$ cat config.mk
export PLATFORM = sky130hd
export DESIGN_NAME = mm_job_sched_flat
export DESIGN_NICKNAME = d
export VERILOG_FILES = /design/src/rtl/mm_job_sched_pkg.sv /design/src/rtl/mm_job_sched_if.sv /design/src/rtl/mm_job_sched_rr_arb2.sv /design/src/rtl/mm_job_sched.sv /design/src/flat_wrapper.sv
export SDC_FILE = /design/constraint.sdc
export NUM_CORES = 1
export LEC_CHECK = 0
export BUFFER_PORTS_ARGS = -buffer_cell sky130_fd_sc_hd__buf_2
export CORE_ASPECT_RATIO = 0.8
export CORE_MARGIN = 8
export CORE_UTILIZATION = 46
export CTS_CLUSTER_DIAMETER = 40
export DETAILED_ROUTE_END_ITERATION = 16
export HOLD_SLACK_MARGIN = 0.08
export PLACE_DENSITY = 0.78
export SKIP_CTS_REPAIR_TIMING = 1
export SLEW_MARGIN = 15
export SYNTH_ARGS = -nofsm -noshare
export SYNTH_HDL_FRONTEND = slang
export SYNTH_SLANG_ARGS = --single-unit
$ cat constraint.sdc
create_clock -name clk -period 3.2 [get_ports clk]
set_clock_uncertainty 0.2 [all_clocks]
set_input_delay 0.64 -clock clk [delete_from_list [all_inputs] [get_ports clk]]
set_output_delay 0.64 -clock clk [all_outputs]
set_load 0.1 [all_outputs]
$ cat src/rtl/mm_job_sched_pkg.sv
// rtl/mm_job_sched_pkg.sv - shared types, job layout and byte extraction for the mm job scheduler
package mm_pkg;

  typedef enum logic [2:0] {
    ST_IDLE,
    ST_FEED,
    ST_WAIT,
    ST_COLLECT,
    ST_RESP,
    ST_GAP
  } state_t;

  localparam int JOB_BYTES = 9;
  localparam int RES_WORDS = 4;
  localparam int RES_W     = 17;
  localparam int JOB_W     = 68;
  localparam int ROT_LSB   = 0;
  localparam int A_LSB     = 4;
  localparam int B_LSB     = 36;

  // b follows a contiguously, so bytes 1..8 are a flat walk starting at A_LSB
  function automatic logic [7:0] job_byte(input logic [JOB_W-1:0] job, input logic [3:0] idx);
    if (idx == 4'd0) begin
      return {4'b0000, job[ROT_LSB +: 4]};
    end
    return job[A_LSB + 8 * (int'(idx) - 1) +: 8];
  endfunction

endpackage

$ cat src/rtl/mm_job_sched_if.sv
// rtl/mm_job_sched_if.sv - requester, engine and result signals of the mm job scheduler
interface mm_job_sched_if;
  import mm_pkg::*;

  logic [1:0]                 req;
  logic [JOB_W-1:0]           job0;
  logic [JOB_W-1:0]           job1;
  logic [1:0]                 gnt;
  logic [7:0]                 eng_in;
  logic                       eng_in_valid;
  logic [RES_W-1:0]           eng_out;
  logic                       eng_out_valid;
  logic                       res_valid;
  logic                       res_ready;
  logic                       res_id;
  logic [RES_W*RES_WORDS-1:0] res_c;
  logic                       busy;
  logic                       err_timeout;

  modport master (
    input  req, job0, job1, eng_out, eng_out_valid, res_ready,
    output gnt, eng_in, eng_in_valid, res_valid, res_id, res_c, busy, err_timeout
  );

  modport slave (
    output req, job0, job1, eng_out, eng_out_valid, res_ready,
    input  gnt, eng_in, eng_in_valid, res_valid, res_id, res_c, busy, err_timeout
  );

endinterface

$ cat src/rtl/mm_job_sched_rr_arb2.sv
// rtl/mm_job_sched_rr_arb2.sv - two-way round-robin picker with registered priority pointer
module rr_arb2 (
  input  logic       clk,
  input  logic       rst_n,
  input  logic [1:0] req,
  input  logic       update,
  output logic [1:0] grant
);

  logic prio1;

  always_comb begin
    grant = req;
    if (req == 2'b11) begin
      grant = prio1 ? 2'b10 : 2'b01;
    end
  end

  // after granting requester 0, requester 1 gets the next tie and vice versa
  always_ff @(posedge clk or negedge rst_n) begin
    if (!rst_n) begin
      prio1 <= 1'b0;
    end else if (update && (|grant)) begin
      prio1 <= grant[0];
    end
  end

endmodule

$ cat src/rtl/mm_job_sched.sv
// rtl/mm_job_sched.sv - shares one serial 2x2 matrix-multiply engine between two requesters
module mm_job_sched
  import mm_pkg::*;
#(
  parameter int TIMEOUT = 32,
  parameter int GAP     = 2
) (
  input logic            clk,
  input logic            rst_n,
  mm_job_sched_if.master bus
);

  localparam int TW = $clog2(TIMEOUT + 1);
  localparam int GW = $clog2(GAP + 1);

  state_t                     state;
  logic [1:0]                 arb_gnt;
  logic                       arb_upd;
  logic [JOB_W-1:0]           job_sel;
  logic [JOB_W-1:0]           job_q;
  logic [3:0]                 byte_idx;
  logic [TW-1:0]              wcnt;
  logic [GW-1:0]              gcnt;
  logic [1:0]                 ccnt;
  logic [RES_W-1:0]           c_buf [0:2];
  logic [1:0]                 gnt_q;
  logic [7:0]                 eng_in_q;
  logic                       eng_in_valid_q;
  logic                       res_valid_q;
  logic                       res_id_q;
  logic [RES_W*RES_WORDS-1:0] res_c_q;
  logic                       busy_q;
  logic                       err_q;

  assign arb_upd = (state == ST_IDLE) && (|bus.req);
  assign job_sel = arb_gnt[1] ? bus.job1 : bus.job0;

  rr_arb2 u_arb (
    .clk    (clk),
    .rst_n  (rst_n),
    .req    (bus.req),
    .update (arb_upd),
    .grant  (arb_gnt)
  );

  always_ff @(posedge clk or negedge rst_n) begin
    if (!rst_n) begin
      state          <= ST_IDLE;
      job_q          <= '0;
      byte_idx       <= '0;
      wcnt           <= '0;
      gcnt           <= '0;
      ccnt           <= '0;
      c_buf[0]       <= '0;
      c_buf[1]       <= '0;
      c_buf[2]       <= '0;
      gnt_q          <= '0;
      eng_in_q       <= '0;
      eng_in_valid_q <= 1'b0;
      res_valid_q    <= 1'b0;
      res_id_q       <= 1'b0;
      res_c_q        <= '0;
      busy_q         <= 1'b0;
      err_q          <= 1'b0;
    end else begin
      gnt_q <= '0;
      err_q <= 1'b0;
      case (state)
        ST_IDLE: begin
          if (|bus.req) begin
            gnt_q          <= arb_gnt;
            job_q          <= job_sel;
            res_id_q       <= arb_gnt[1];
            eng_in_q       <= job_byte(job_sel, 4'd0);
            eng_in_valid_q <= 1'b1;
            byte_idx       <= 4'd1;
            busy_q         <= 1'b1;
            state          <= ST_FEED;
          end
        end
        ST_FEED: begin
          if (byte_idx == 4'(JOB_BYTES)) begin
            eng_in_q       <= '0;
            eng_in_valid_q <= 1'b0;
            wcnt           <= '0;
            state          <= ST_WAIT;
          end else begin
            eng_in_q <= job_byte(job_q, byte_idx);
            byte_idx <= byte_idx + 4'd1;
          end
        end
        ST_WAIT: begin
          if (bus.eng_out_valid) begin
            c_buf[0] <= bus.eng_out;
            ccnt     <= 2'd1;
            state    <= ST_COLLECT;
          end else if (wcnt == TW'(TIMEOUT - 1)) begin
            err_q <= 1'b1;
            gcnt  <= '0;
            state <= ST_GAP;
          end else begin
            wcnt <= wcnt + TW'(1);
          end
        end
        ST_COLLECT: begin
          // the engine streams all words back-to-back; any hole means the job is lost
          if (!bus.eng_out_valid) begin
            err_q <= 1'b1;
            gcnt  <= '0;
            state <= ST_GAP;
          end else if (ccnt == 2'd3) begin
            res_c_q     <= {bus.eng_out, c_buf[2], c_buf[1], c_buf[0]};
            res_valid_q <= 1'b1;
            state       <= ST_RESP;
          end else begin
            c_buf[ccnt] <= bus.eng_out;
            ccnt        <= ccnt + 2'd1;
          end
        end
        ST_RESP: begin
          if (bus.res_ready) begin
            res_valid_q <= 1'b0;
            gcnt        <= '0;
            state       <= ST_GAP;
          end
        end
        ST_GAP: begin
          if (bus.eng_out_valid) begin
            gcnt <= '0;
          end else if (gcnt == GW'(GAP - 1)) begin
            busy_q <= 1'b0;
            state  <= ST_IDLE;
          end else begin
            gcnt <= gcnt + GW'(1);
          end
        end
        default: begin
          state <= ST_IDLE;
        end
      endcase
    end
  end

  assign bus.gnt          = gnt_q;
  assign bus.eng_in       = eng_in_q;
  assign bus.eng_in_valid = eng_in_valid_q;
  assign bus.res_valid    = res_valid_q;
  assign bus.res_id       = res_id_q;
  assign bus.res_c        = res_c_q;
  assign bus.busy         = busy_q;
  assign bus.err_timeout  = err_q;

endmodule

$ cat src/flat_wrapper.sv
// flat-port wrapper written by rule: the top's interface ports become plain ports
module mm_job_sched_flat import mm_pkg::*;
#(
  parameter int TIMEOUT = 32,
  parameter int GAP     = 2
)
  (clk, rst_n, bus_req, bus_job0, bus_job1, bus_eng_out, bus_eng_out_valid, bus_res_ready, bus_gnt, bus_eng_in, bus_eng_in_valid, bus_res_valid, bus_res_id, bus_res_c, bus_busy, bus_err_timeout);
  mm_job_sched_if bus_i ();
  input logic clk;
  input logic rst_n;
  input wire logic [$bits(bus_i.req)-1:0] bus_req;
  input wire logic [$bits(bus_i.job0)-1:0] bus_job0;
  input wire logic [$bits(bus_i.job1)-1:0] bus_job1;
  input wire logic [$bits(bus_i.eng_out)-1:0] bus_eng_out;
  input wire logic [$bits(bus_i.eng_out_valid)-1:0] bus_eng_out_valid;
  input wire logic [$bits(bus_i.res_ready)-1:0] bus_res_ready;
  output wire logic [$bits(bus_i.gnt)-1:0] bus_gnt;
  output wire logic [$bits(bus_i.eng_in)-1:0] bus_eng_in;
  output wire logic [$bits(bus_i.eng_in_valid)-1:0] bus_eng_in_valid;
  output wire logic [$bits(bus_i.res_valid)-1:0] bus_res_valid;
  output wire logic [$bits(bus_i.res_id)-1:0] bus_res_id;
  output wire logic [$bits(bus_i.res_c)-1:0] bus_res_c;
  output wire logic [$bits(bus_i.busy)-1:0] bus_busy;
  output wire logic [$bits(bus_i.err_timeout)-1:0] bus_err_timeout;
  assign bus_i.req = bus_req;
  assign bus_i.job0 = bus_job0;
  assign bus_i.job1 = bus_job1;
  assign bus_i.eng_out = bus_eng_out;
  assign bus_i.eng_out_valid = bus_eng_out_valid;
  assign bus_i.res_ready = bus_res_ready;
  assign bus_gnt = bus_i.gnt;
  assign bus_eng_in = bus_i.eng_in;
  assign bus_eng_in_valid = bus_i.eng_in_valid;
  assign bus_res_valid = bus_i.res_valid;
  assign bus_res_id = bus_i.res_id;
  assign bus_res_c = bus_i.res_c;
  assign bus_busy = bus_i.busy;
  assign bus_err_timeout = bus_i.err_timeout;
  mm_job_sched #(.TIMEOUT(TIMEOUT), .GAP(GAP)) u_core (.clk(clk), .rst_n(rst_n), .bus(bus_i));
endmodule
==> metrics.md <==
| Metric | Value |
|---|---|
| Floorplan core area | `21600 sq um` |
| Average instance area after synthesis | `12.8 sq um` |
| Cells after synthesis | `788` |
| Pre-Repair DR Iteration Count | `5` |
| Peak per-stage delay on the critical path | `0.47 ns` |
| Leakage Power | `6.36 nW` |
| Maximum number of pins on one net before global-route repair | `89` |
| Instance area at placement | `11600 sq um` |
| Kind of start point of the critical path | `register` |
| Result of the run | `complete, no violations` |
| Time the final worst path needs with I/O delays and setup | `2.55 ns` |
| Starting density of the core | `46.9%` |
| Clock tree sinks | `220` |
| Slew margin rel. | `28.8%` |
| Slowest cell on crit path | `sky130_fd_sc_hd__nor4_1` |
| Maximum number of buffers from clock root to sink | `3` |
| Final Hold Slack | `0.157 ns` |
| Setup repair after global routing missed its margin | `false` |
| Kind of cell adding the most delay to the critical path | `simple AND/OR/NAND/NOR gates` |
| GRT Util Overall | `18.2%` |
| Largest vdd supply drop | `0.583 mV` |
| Worst setup path category | `reg2reg` |
| Number of nets in the final layout | `1197` |
| Root buf cell | `sky130_fd_sc_hd__clkbuf_16` |
| Clock transition at the registers of the reported paths | `0.06 ns` |
| Setup violations, final | `0` |
| Clk network pwr share | `24.2%` |
| Proportion of synthesized chip area in sequential cells | `54.5%` |
| Number of port buffers | `241` |
| Post-layout utilization of the core | `58.7%` |
| Number of clock buffers inserted by TritonCTS | `31` |
| Total count of max-transition violations in the final report | `0` |
| Finished layout cell area | `12700 sq um` |
| Worst-Skew Late Latency | `0.54 ns` |
| Layout cells sized above 1 | `44.3%` |
| Critical path cell sequence | `inv_1 > ha_1 > buf_4 > nor4_1 > and4_1 > a32oi_1 > o21ai_0` |
| Vias in the first global route | `7448` |
| # H-tree levels | `1` |
| Count of flip-flops with a built-in enable after synthesis | `0` |
| Remaining DRCs | `0` |
| Slew @ Worst Pin | `1.06 ns` |
| Total Neg Setup Slack | `0 ns` |
| Sw Ratio | `45.0%` |
| Post-detail-place hpwl | `17.8 mm` |
| Warnings from Yosys | `0` |
| Placer Congestion | `0.814` |
| PnR worst setup slack | `0.653 ns` |
| Pre-CTS setup slack | `0.648 ns` |
| Primary flip-flop cell chosen by synthesis mapping | `sky130_fd_sc_hd__dfrtp_1` |
| Highest net fanout along the worst path | `9` |
| Total of fill cells in the finished design | `1718` |
| Min-delay worst type | `in2reg` |
| Required time of the worst setup path | `3.45 ns` |
| Row Count | `48` |
| Clock tree from TritonCTS | `done` |
| Number of antenna violations at the first check in global routing | `1` |
| I/O pin total | `242` |
| Routed vias/inst | `5.34` |
| Reg power frac | `31.4%` |
| Arrival time reported for the critical path endpoint | `2.79 ns` |
| Fraction of registers with async set/reset | `100%` |
| Layout area overhead | `25.3%` |
| Max-capacitance violation count | `0` |
| Vias post-DR | `7089` |
| Post-Syn Nets | `957` |
| Horiz. Die Dim | `182 um` |
| Sort of element at the end of the critical path | `register` |
| P_int | `8.01 mW` |
| Fmax achieved | `0.393 GHz` |
| Total die area | `27000 sq um` |
| Unique cell type count in the Yosys netlist | `60` |
| First-pass GRT wire length | `40.0 mm` |
| Count of state elements after synthesis | `220` |
| Area of the mapped netlist | `10100 sq um` |
| Part of the power in combinational logic | `44.4%` |
| Final hold violation count | `0` |
| Die outline height | `149 um` |
| Final worst path period share | `79.6%` |
| Antenna Nets Post-Route | `0` |
| Cell area power density | `1150 nW/um^2` |
| Bufs and invs on worst path | `2` |
| Number of DRC violations after detailed-routing iteration 0 | `431` |
| Detailed-route wire length per cell | `18.7 um` |
| Wire length reported by the detailed router | `24.8 mm` |
| Switching pwr | `6.56 mW` |
| Remaining global-route overflow | `0` |
## placed cells by master, fill, tap and decap left out, types with 4 or more instances in the layout
cell type,n
sky130_fd_sc_hd__buf_12,5
sky130_fd_sc_hd__mux2_4,15
sky130_fd_sc_hd__a32oi_1,4
sky130_fd_sc_hd__nand3b_1,6
sky130_fd_sc_hd__o211ai_1,12
sky130_fd_sc_hd__clkbuf_16,31
sky130_fd_sc_hd__and3_1,5
sky130_fd_sc_hd__nand2_1,80
sky130_fd_sc_hd__or4_1,5
sky130_fd_sc_hd__a21oi_1,5
sky130_fd_sc_hd__clkinv_4,5
sky130_fd_sc_hd__nand3_1,7
sky130_fd_sc_hd__mux2i_1,69
sky130_fd_sc_hd__dfrtp_1,220
sky130_fd_sc_hd__nor2_1,17
sky130_fd_sc_hd__mux2_2,111
sky130_fd_sc_hd__bufinv_16,4
sky130_fd_sc_hd__nor3_1,9
sky130_fd_sc_hd__a41oi_1,4
sky130_fd_sc_hd__inv_1,13
sky130_fd_sc_hd__buf_2,240
sky130_fd_sc_hd__buf_4,10
sky130_fd_sc_hd__o21ai_0,76
sky130_fd_sc_hd__ha_1,10
sky130_fd_sc_hd__mux4_2,13
sky130_fd_sc_hd__inv_6,8
## power groups by stage
stage / logic, mW / clock network [mW] / registers (mW)
2_1_floorplan: 2.81 / 0 / 6.74
3_3_place_gp: 6.35 / 0 / 4.54
3_5_place_dp: 6.48 / 0 / 4.60
4_1_cts: 6.51 / 3.57 / 4.57
5_1_grt: 6.91 / 3.69 / 4.70
6_report: 6.47 / 3.52 / 4.58
## sequential cells by signal, indices dropped and copies added (netlist names), 3 cells and up
name	count
u_core.bus.eng_in	8
u_core.byte_idx	4
u_core.state	3
u_core.job_q	68
u_core.wcnt	6
u_core.c_buf	51
u_core.bus.res_c	68
## cell type report
type                       count  area (sq um)  area share [%]
antenna                        1          2.50          0.0198
sequential                   220          5510            43.5
inverter                      13          48.8           0.385
multi-input combinational    505          4280            33.8
clock inverter                25           305            2.41
clock buffer                  32           779            6.15
timing repair buffer         257          1400            11.1
tap                          275           344            2.72
## cell usage after synthesis (3+ instances only)
| cell | instances | area share, % |
|---|---|---|
| sky130_fd_sc_hd__a211oi_1 | 3 | 0.22 |
| sky130_fd_sc_hd__a21o_1 | 3 | 0.22 |
| sky130_fd_sc_hd__a21oi_1 | 5 | 0.25 |
| sky130_fd_sc_hd__a32oi_1 | 4 | 0.35 |
| sky130_fd_sc_hd__a41oi_1 | 4 | 0.35 |
| sky130_fd_sc_hd__and3_1 | 5 | 0.31 |
| sky130_fd_sc_hd__and4_1 | 3 | 0.26 |
| sky130_fd_sc_hd__buf_2 | 26 | 1.3 |
| sky130_fd_sc_hd__buf_4 | 4 | 0.30 |
| sky130_fd_sc_hd__buf_6 | 9 | 1.0 |
| sky130_fd_sc_hd__clkbuf_1 | 11 | 0.41 |
| sky130_fd_sc_hd__dfrtp_1 | 220 | 54 |
| sky130_fd_sc_hd__ha_1 | 10 | 1.2 |
| sky130_fd_sc_hd__inv_1 | 13 | 0.48 |
| sky130_fd_sc_hd__mux2_2 | 111 | 12 |
| sky130_fd_sc_hd__mux2_4 | 15 | 2.2 |
| sky130_fd_sc_hd__mux2i_1 | 69 | 6.8 |
| sky130_fd_sc_hd__mux4_2 | 13 | 2.9 |
| sky130_fd_sc_hd__nand2_1 | 80 | 3.0 |
| sky130_fd_sc_hd__nand3_1 | 8 | 0.40 |
| sky130_fd_sc_hd__nand3b_1 | 6 | 0.45 |
| sky130_fd_sc_hd__nor2_1 | 17 | 0.63 |
| sky130_fd_sc_hd__nor2b_1 | 3 | 0.19 |
| sky130_fd_sc_hd__nor3_1 | 9 | 0.45 |
| sky130_fd_sc_hd__o211ai_1 | 12 | 0.89 |
| sky130_fd_sc_hd__o21ai_0 | 76 | 3.8 |
| sky130_fd_sc_hd__or4_1 | 5 | 0.37 |
## layer usage
metal  routed length, um  up-vias  part of all wire [%]  GRT usage, %
met5                   0        -                     0             0
met4                 621        0                   2.5          5.97
met3                1500       43                   6.1          4.05
met2               12200      170                    49          30.3
met1               10500     3529                    42          23.2
li1                    -     3347                     -             -
## final timing paths
kind	startpoint	to	slack (ns)	cells after the start
worst max-delay path	u_core.byte_idx[1]	u_core.bus.eng_in[5]	0.65	7
worst min-delay path	bus_res_ready	u_core.bus.res_valid	0.16	2
worst max register to register	u_core.byte_idx[1]	u_core.bus.eng_in[5]	0.65	7
worst min register to register	u_core.bus.res_id	u_core.bus.res_id	0.27	1
max in group asynchronous	rst_n	u_core.bus.res_valid	1.58	3
min in group asynchronous	rst_n	u_core.job_q[15]	0.45	2
## worst reg2reg max path, stage by stage (launching register included)
cell                      delay [ns]
sky130_fd_sc_hd__dfrtp_1        0.44
sky130_fd_sc_hd__inv_1          0.15
sky130_fd_sc_hd__ha_1           0.45
sky130_fd_sc_hd__buf_4          0.25
sky130_fd_sc_hd__nor4_1         0.47
sky130_fd_sc_hd__and4_1         0.31
sky130_fd_sc_hd__a32oi_1        0.06
sky130_fd_sc_hd__o21ai_0        0.13
## cells by family (layout without fill, tap and decap cells)
group	count (synthesis)	in the layout	share of synthesized area, %
DFF	220	220	54.5
other	0	1	0
and+or+nand+nor	157	157	7.77
muxes	210	210	24.8
buffers and inverters	63	327	3.48
adders and majority gates	10	10	1.24
xor gates and xnor gates	3	3	0.446
AOI/OAI and AO/OA	125	125	7.77
## per-stage QoR
step                std cells  total power, mW
floorplan                 788             9.55
global placement         1269             10.9
detailed placement       1269             11.1
CTS                      1326             14.7
global route             1328             15.3
finish                   1328             14.6
Power figures use the tool's default switching activity.
